[src/rtl/cover_pkg.sv]
// cover_pkg: shared types and elaboration helpers for the cover scanner.
//   state_t   - scanner FSM states
//   depth_ok  - elaboration-time legality check on the table depth
package cover_pkg;

  typedef enum logic [1:0] {IDLE, SCAN, RESP} state_t;

  localparam int MIN_DEPTH = 2;

  function automatic bit depth_ok(input int d);
    return d >= MIN_DEPTH;
  endfunction

endpackage

[src/rtl/cover_match.sv]
// cover_match: combinational cover test of one query against one mask.
//   q, mask  - query word and stored mask (WIDTH bits)
//   valid    - entry valid bit
//   covered  - valid and every 1 in q is also a 1 in mask
//   overlap  - q & mask when covered, else 0
module cover_match #(
  parameter int WIDTH = 6
) (
  input  logic [WIDTH-1:0] q,
  input  logic [WIDTH-1:0] mask,
  input  logic             valid,
  output logic             covered,
  output logic [WIDTH-1:0] overlap
);

  assign covered = valid && ((q & ~mask) == '0);
  assign overlap = covered ? (q & mask) : '0;

endmodule

[src/rtl/cover_scanner.sv]
// cover_scanner: DEPTH-entry mask table scanned one entry per cycle for the
// first valid mask that covers the query word.
//   clk, rst_n            - clock, async active-low reset
//   wr_en/wr_addr/wr_mask - table write (sets the entry valid bit)
//   clr                   - clears all valid bits, masks kept
//   q_valid/q_ready/q_data- query handshake
//   r_valid/r_ready       - response handshake
//   r_hit/r_index/r_overlap - result, held through RESP
//   busy                  - high in SCAN or RESP
module cover_scanner
  import cover_pkg::*;
#(
  parameter  int WIDTH = 6,
  parameter  int DEPTH = 8,
  localparam int IDXW  = $clog2(DEPTH)
) (
  input  logic             clk,
  input  logic             rst_n,
  input  logic             wr_en,
  input  logic [IDXW-1:0]  wr_addr,
  input  logic [WIDTH-1:0] wr_mask,
  input  logic             clr,
  input  logic             q_valid,
  output logic             q_ready,
  input  logic [WIDTH-1:0] q_data,
  output logic             r_valid,
  input  logic             r_ready,
  output logic             r_hit,
  output logic [IDXW-1:0]  r_index,
  output logic [WIDTH-1:0] r_overlap,
  output logic             busy
);

  if (!depth_ok(DEPTH)) begin : g_depth_chk
    $error("cover_scanner: DEPTH must be >= 2");
  end

  localparam logic [IDXW-1:0] LAST = IDXW'(DEPTH - 1);

  state_t           r_state, w_next;
  logic [IDXW-1:0]  r_idx;
  logic [WIDTH-1:0] r_q;
  logic [DEPTH-1:0] r_vld;
  logic [WIDTH-1:0] r_mask [DEPTH];
  logic             w_cov;
  logic [WIDTH-1:0] w_ov;
  logic             w_wr_ok;
  logic             w_done;

  // Addresses beyond the table (possible when DEPTH is not a power of two)
  // are dropped.
  assign w_wr_ok = wr_en && (int'(wr_addr) < DEPTH);

  cover_match #(.WIDTH(WIDTH)) u_match (
    .q       (r_q),
    .mask    (r_mask[r_idx]),
    .valid   (r_vld[r_idx]),
    .covered (w_cov),
    .overlap (w_ov)
  );

  assign w_done = w_cov || (r_idx == LAST);

  always_ff @(posedge clk or negedge rst_n) begin
    if (!rst_n) r_state <= IDLE;
    else        r_state <= w_next;
  end

  always_comb begin
    w_next  = r_state;
    q_ready = 1'b0;
    r_valid = 1'b0;
    busy    = 1'b0;
    case (r_state)
      IDLE: begin
        q_ready = 1'b1;
        if (q_valid) w_next = SCAN;
      end
      SCAN: begin
        busy = 1'b1;
        if (w_done) w_next = RESP;
      end
      RESP: begin
        busy    = 1'b1;
        r_valid = 1'b1;
        if (r_ready) w_next = IDLE;
      end
      default: w_next = IDLE;
    endcase
  end

  // Query latch, scan index and result registers. The query is sampled only
  // on accept; idx stops at the last entry, never wraps.
  always_ff @(posedge clk or negedge rst_n) begin
    if (!rst_n) begin
      r_q       <= '0;
      r_idx     <= '0;
      r_hit     <= 1'b0;
      r_index   <= '0;
      r_overlap <= '0;
    end else if (r_state == IDLE && q_valid) begin
      r_q   <= q_data;
      r_idx <= '0;
    end else if (r_state == SCAN) begin
      if (w_done) begin
        r_hit     <= w_cov;
        r_index   <= w_cov ? r_idx : '0;
        r_overlap <= w_ov;
      end else begin
        r_idx <= r_idx + 1'b1;
      end
    end
  end

  // clr first, then the write, so a same-cycle write survives the clear.
  always_ff @(posedge clk or negedge rst_n) begin
    if (!rst_n) begin
      r_vld <= '0;
    end else begin
      if (clr)     r_vld          <= '0;
      if (w_wr_ok) r_vld[wr_addr] <= 1'b1;
    end
  end

  // Mask storage carries no reset.
  always_ff @(posedge clk) begin
    if (w_wr_ok) r_mask[wr_addr] <= wr_mask;
  end

endmodule

[config.mk]
export PLATFORM = sky130hd
export DESIGN_NAME = cover_scanner
export DESIGN_NICKNAME = d
export VERILOG_FILES = /design/src/rtl/cover_pkg.sv /design/src/rtl/cover_match.sv /design/src/rtl/cover_scanner.sv
export SDC_FILE = /design/constraint.sdc
export NUM_CORES = 1
export LEC_CHECK = 0
export CAP_MARGIN = 10
export CORE_ASPECT_RATIO = 0.9
export CORE_MARGIN = 10
export CORE_UTILIZATION = 25
export CTS_CLUSTER_SIZE = 10
export DETAILED_ROUTE_END_ITERATION = 12
export PLACE_DENSITY = 0.48
export REMOVE_ABC_BUFFERS = 1
export SYNTH_ARGS = -nofsm -noshare
export SYNTH_HDL_FRONTEND = slang
export SYNTH_SLANG_ARGS = --single-unit
[constraint.sdc]
create_clock -name clk -period 5.8 [get_ports clk]
set_input_delay 0.58 -clock clk [delete_from_list [all_inputs] [get_ports clk]]
set_output_delay 0.58 -clock clk [all_outputs]
set_load 0.05 [all_outputs]
==> impl_metrics.yaml <==
sta:
  finalHoldViolCount: 0
  worst_pin_slew_ps: 959
  period_needed_ps: 3100
  relSlewSlack_pct: 36.1
  skew_ps: 4.74
  fin_crit_sh_pct: 53.5
  timing.fmax_mhz: 323
  setup_viol: 0
  slew_violations: 0
  setup_tns_ps: 0
  rsz0062_at_grt: "no"
cts:
  cts-root-buf: "clkbuf_16"
  cts_buffer_depth: 2
  clk_pin_slew_ps: 60
  cts_tree: "yes"
  htreeDepth: 3
  cts_buffers: 9
  postCtsHoldBufs: 0
  cts_resized: 0
  cts_setup_buffers: 0
  cts_num_sinks: 77
  clkLatencyLatePin_ps: 330
route:
  vias: 1759
  route.detailed.wl_per_inst_um: 16.8
  ant_nets: 0
  drt_iter0_markers: 96
  wirelength_um: 6750
  via_per_inst: 4.39
  drc_errors: 0
  dr.pass1.iters: 4
floorplan:
  die_area_mm2: 0.0180
  die_h_um: 128
  io_pins: 34
  core-area_mm2: 0.0127
  rows: 39
  start_util_pct: 25.6
  dieWidth_um: 140
outcome:
  status: "completed"
setup_path:
  endpoint_kind: "flop"
  critical_path_class: "flop to flop"
  crit_cells: 6
  crit_buf_inv: 0
  start_kind: "flop"
  r2r_cells: 6
  slowest_stage: "dfrtp_1"
  r2r_end: "r_overlap[0]$_DFFE_PN0P_"
  r2r_setup_slack_ps: 2700
  cp.arrival_ps: 3320
  cp_max_fo: 20
  reg2reg_from: "r_idx[0]$_DFFE_PN0P_"
  worst_path_largest_cell_delay_ps: 970
  crit_chain: "mux4_1 > mux2_2 > o21ai_0 > a211oi_4 > and3_1 > a32o_1"
  crit_required_ps: 6020
  crit_family: "flip-flops"
yosys:
  seq_area_frac_synth_pct: 66.7
  synth_area_per_cell_um2: 16.8
  yosysWarnings: 0
  synth_top_area_share_pct: 44.4
  syn_inst: 193
  synth_area_leaders: "edfxtp_1, dfrtp_1, mux4_1, mux2_2, mux2i_1"
  synth_cell_types: 31
  synth_top_cell_by_area: "edfxtp_1"
  ys_ff_latch: 77
  syn-cell-area_mm2: 0.00325
pwr:
  p_per_area_mw_per_mm2: 474
  p_leak_nw: 1.57
  ir_drop_uv: 172
min_path:
  hold_class: "flop to flop"
  min_path_cells: 1
  hold_path_end: "r_vld[2]$_DFF_PN0_"
  min_from: "r_vld[2]$_DFF_PN0_"
place:
  routabilityCongestion: 0.700
  io_buffers: 33
  postPlaceCellArea_mm2: 0.00374
  dp_hpwl_um: 4540
cells_and_area:
  multi_input_area_um2: 978
  seqCellArea_mm2: 0.00217
  syn_to_final_growth_pct: 24.4
  fillers: 1241
  drive_gt1_share_pct: 11.8
  nets: 259
  fin_util_pct: 31.8
  finalInstanceArea_mm2: 0.00404
  diodes: 0
job:
  max_cap_viol_count: 0
global_routing:
  grt_pass1_vias: 1902
  grt.total_usage_pct: 7.88
  grt_pass1_wl_um: 11000
  grt_start_max_net_pins: 30
  overflow: 0
  antenna_found_initial: 0
==> metal layers <==
layer	global-route usage [%]	vias up	share of wire, %	wire length (um)
met1	10.3	873	50	3350
met4	2.00	0	0.90	61
li1	-	834	-	-
met3	3.85	6	6.8	458
met5	0	-	0	0
met2	11.4	46	43	2880
==> report_power, final <==
group          total (mW)  switching (mW)  internal [mW]
registers           0.776           0.111          0.665
clock network       0.554           0.220          0.333
logic               0.584           0.325          0.259
==> Yosys cell counts <==
master,instances
mux4_1,12
nor2_1,10
ha_1,5
clkbuf_1,1
mux2_2,8
o21ai_0,3
a211oi_4,1
buf_12,1
a22o_1,6
a21o_1,9
dfrtp_1,29
mux2i_1,8
a21oi_1,2
nand3b_1,1
o211ai_1,3
a32o_1,3
and3_1,1
o31ai_1,3
buf_2,2
nand3_1,3
inv_1,11
buf_6,2
a221o_1,1
edfxtp_1,48
o211ai_2,1
a22oi_1,3
nor2b_1,3
nor3_1,2
buf_1,1
nand2b_1,5
nand2_1,5
==> worst reg2reg max path, delay by kind of cell (launching register included) <==
kind / cells / cell delay [ps]
multiplexers: 2 / 960
flip-flops: 1 / 970
AND/OR/NAND/NOR: 1 / 330
AO/OA/AOI/OAI: 3 / 730
==> cells in the final DEF, fill, tap and decap left out <==
master and n:
edfxtp_1 48, dfrtp_1 29, a22o_1 6, inv_1 11
o211ai_2 1, mux2_2 8, inv_6 2, clkdlybuf4s50_1 33
a211oi_4 1, nor2_1 10, ha_1 5, nand3b_1 1
a21oi_1 2, and3_1 1, a32o_1 3, bufinv_16 1
buf_4 3, clkbuf_16 9, a221o_1 1, nand3_1 3
o31ai_1 3, clkinvlp_4 3, nor2b_1 3, nand2b_1 5
mux2i_1 8, o21ai_0 3, mux4_1 12, a22oi_1 3
nor3_1 2, a21o_1 9, o211ai_1 3, nand2_1 5
==> metrics by stage <==
step	total power, mW	worst slack (ps)	hold WS [ps]	cells
global route	2.03	2380	505	401
finish	1.91	2700	479	401
global placement	1.37	2700	463	386
detailed placement	1.38	2690	468	386
CTS	1.94	2660	481	401
floorplan	1.17	3120	284	186
==> worst max path at each step <==
stage,slack (ps),start,to
2_1_floorplan,3120,r_idx[0]$_DFFE_PN0P_,r_overlap[0]$_DFFE_PN0P_
3_3_place_gp,2700,r_idx[0]$_DFFE_PN0P_,r_overlap[0]$_DFFE_PN0P_
3_5_place_dp,2690,r_idx[0]$_DFFE_PN0P_,r_overlap[0]$_DFFE_PN0P_
4_1_cts,2660,r_idx[0]$_DFFE_PN0P_,r_overlap[0]$_DFFE_PN0P_
5_1_grt,2380,r_idx[0]$_DFFE_PN0P_,r_overlap[0]$_DFFE_PN0P_
6_report,2700,r_idx[0]$_DFFE_PN0P_,r_overlap[0]$_DFFE_PN0P_
==> sequential cells by signal, indices dropped and copies added (netlist names) <==
name	count
r_index	3
r_q	6
r_overlap	6
r_mask	48
r_state	2
r_vld	8
r_hit	1
r_idx	3
==> final cells by class <==
cell class                      count  share of cell area (%)
Tap cell                          164                    5.08
Sequential cell                    77                    53.6
Multi-Input combinational cell     98                    24.2
Inverter                           11                    1.02
Timing Repair Buffer               36                    8.73
Clock inverter                      6                    1.73
Clock buffer                        9                    5.57
==> cells by family after synthesis <==
| kind of cell | share of synthesized area, % |
|---|---|
| DFF | 66.7 |
| buffers and inverters | 3.12 |
| and+or+nand+nor | 4.47 |
| AOI/OAI and AO/OA | 8.79 |
| adders and majority gates | 1.93 |
| muxes | 15.0 |
Power figures use the tool's default switching activity.
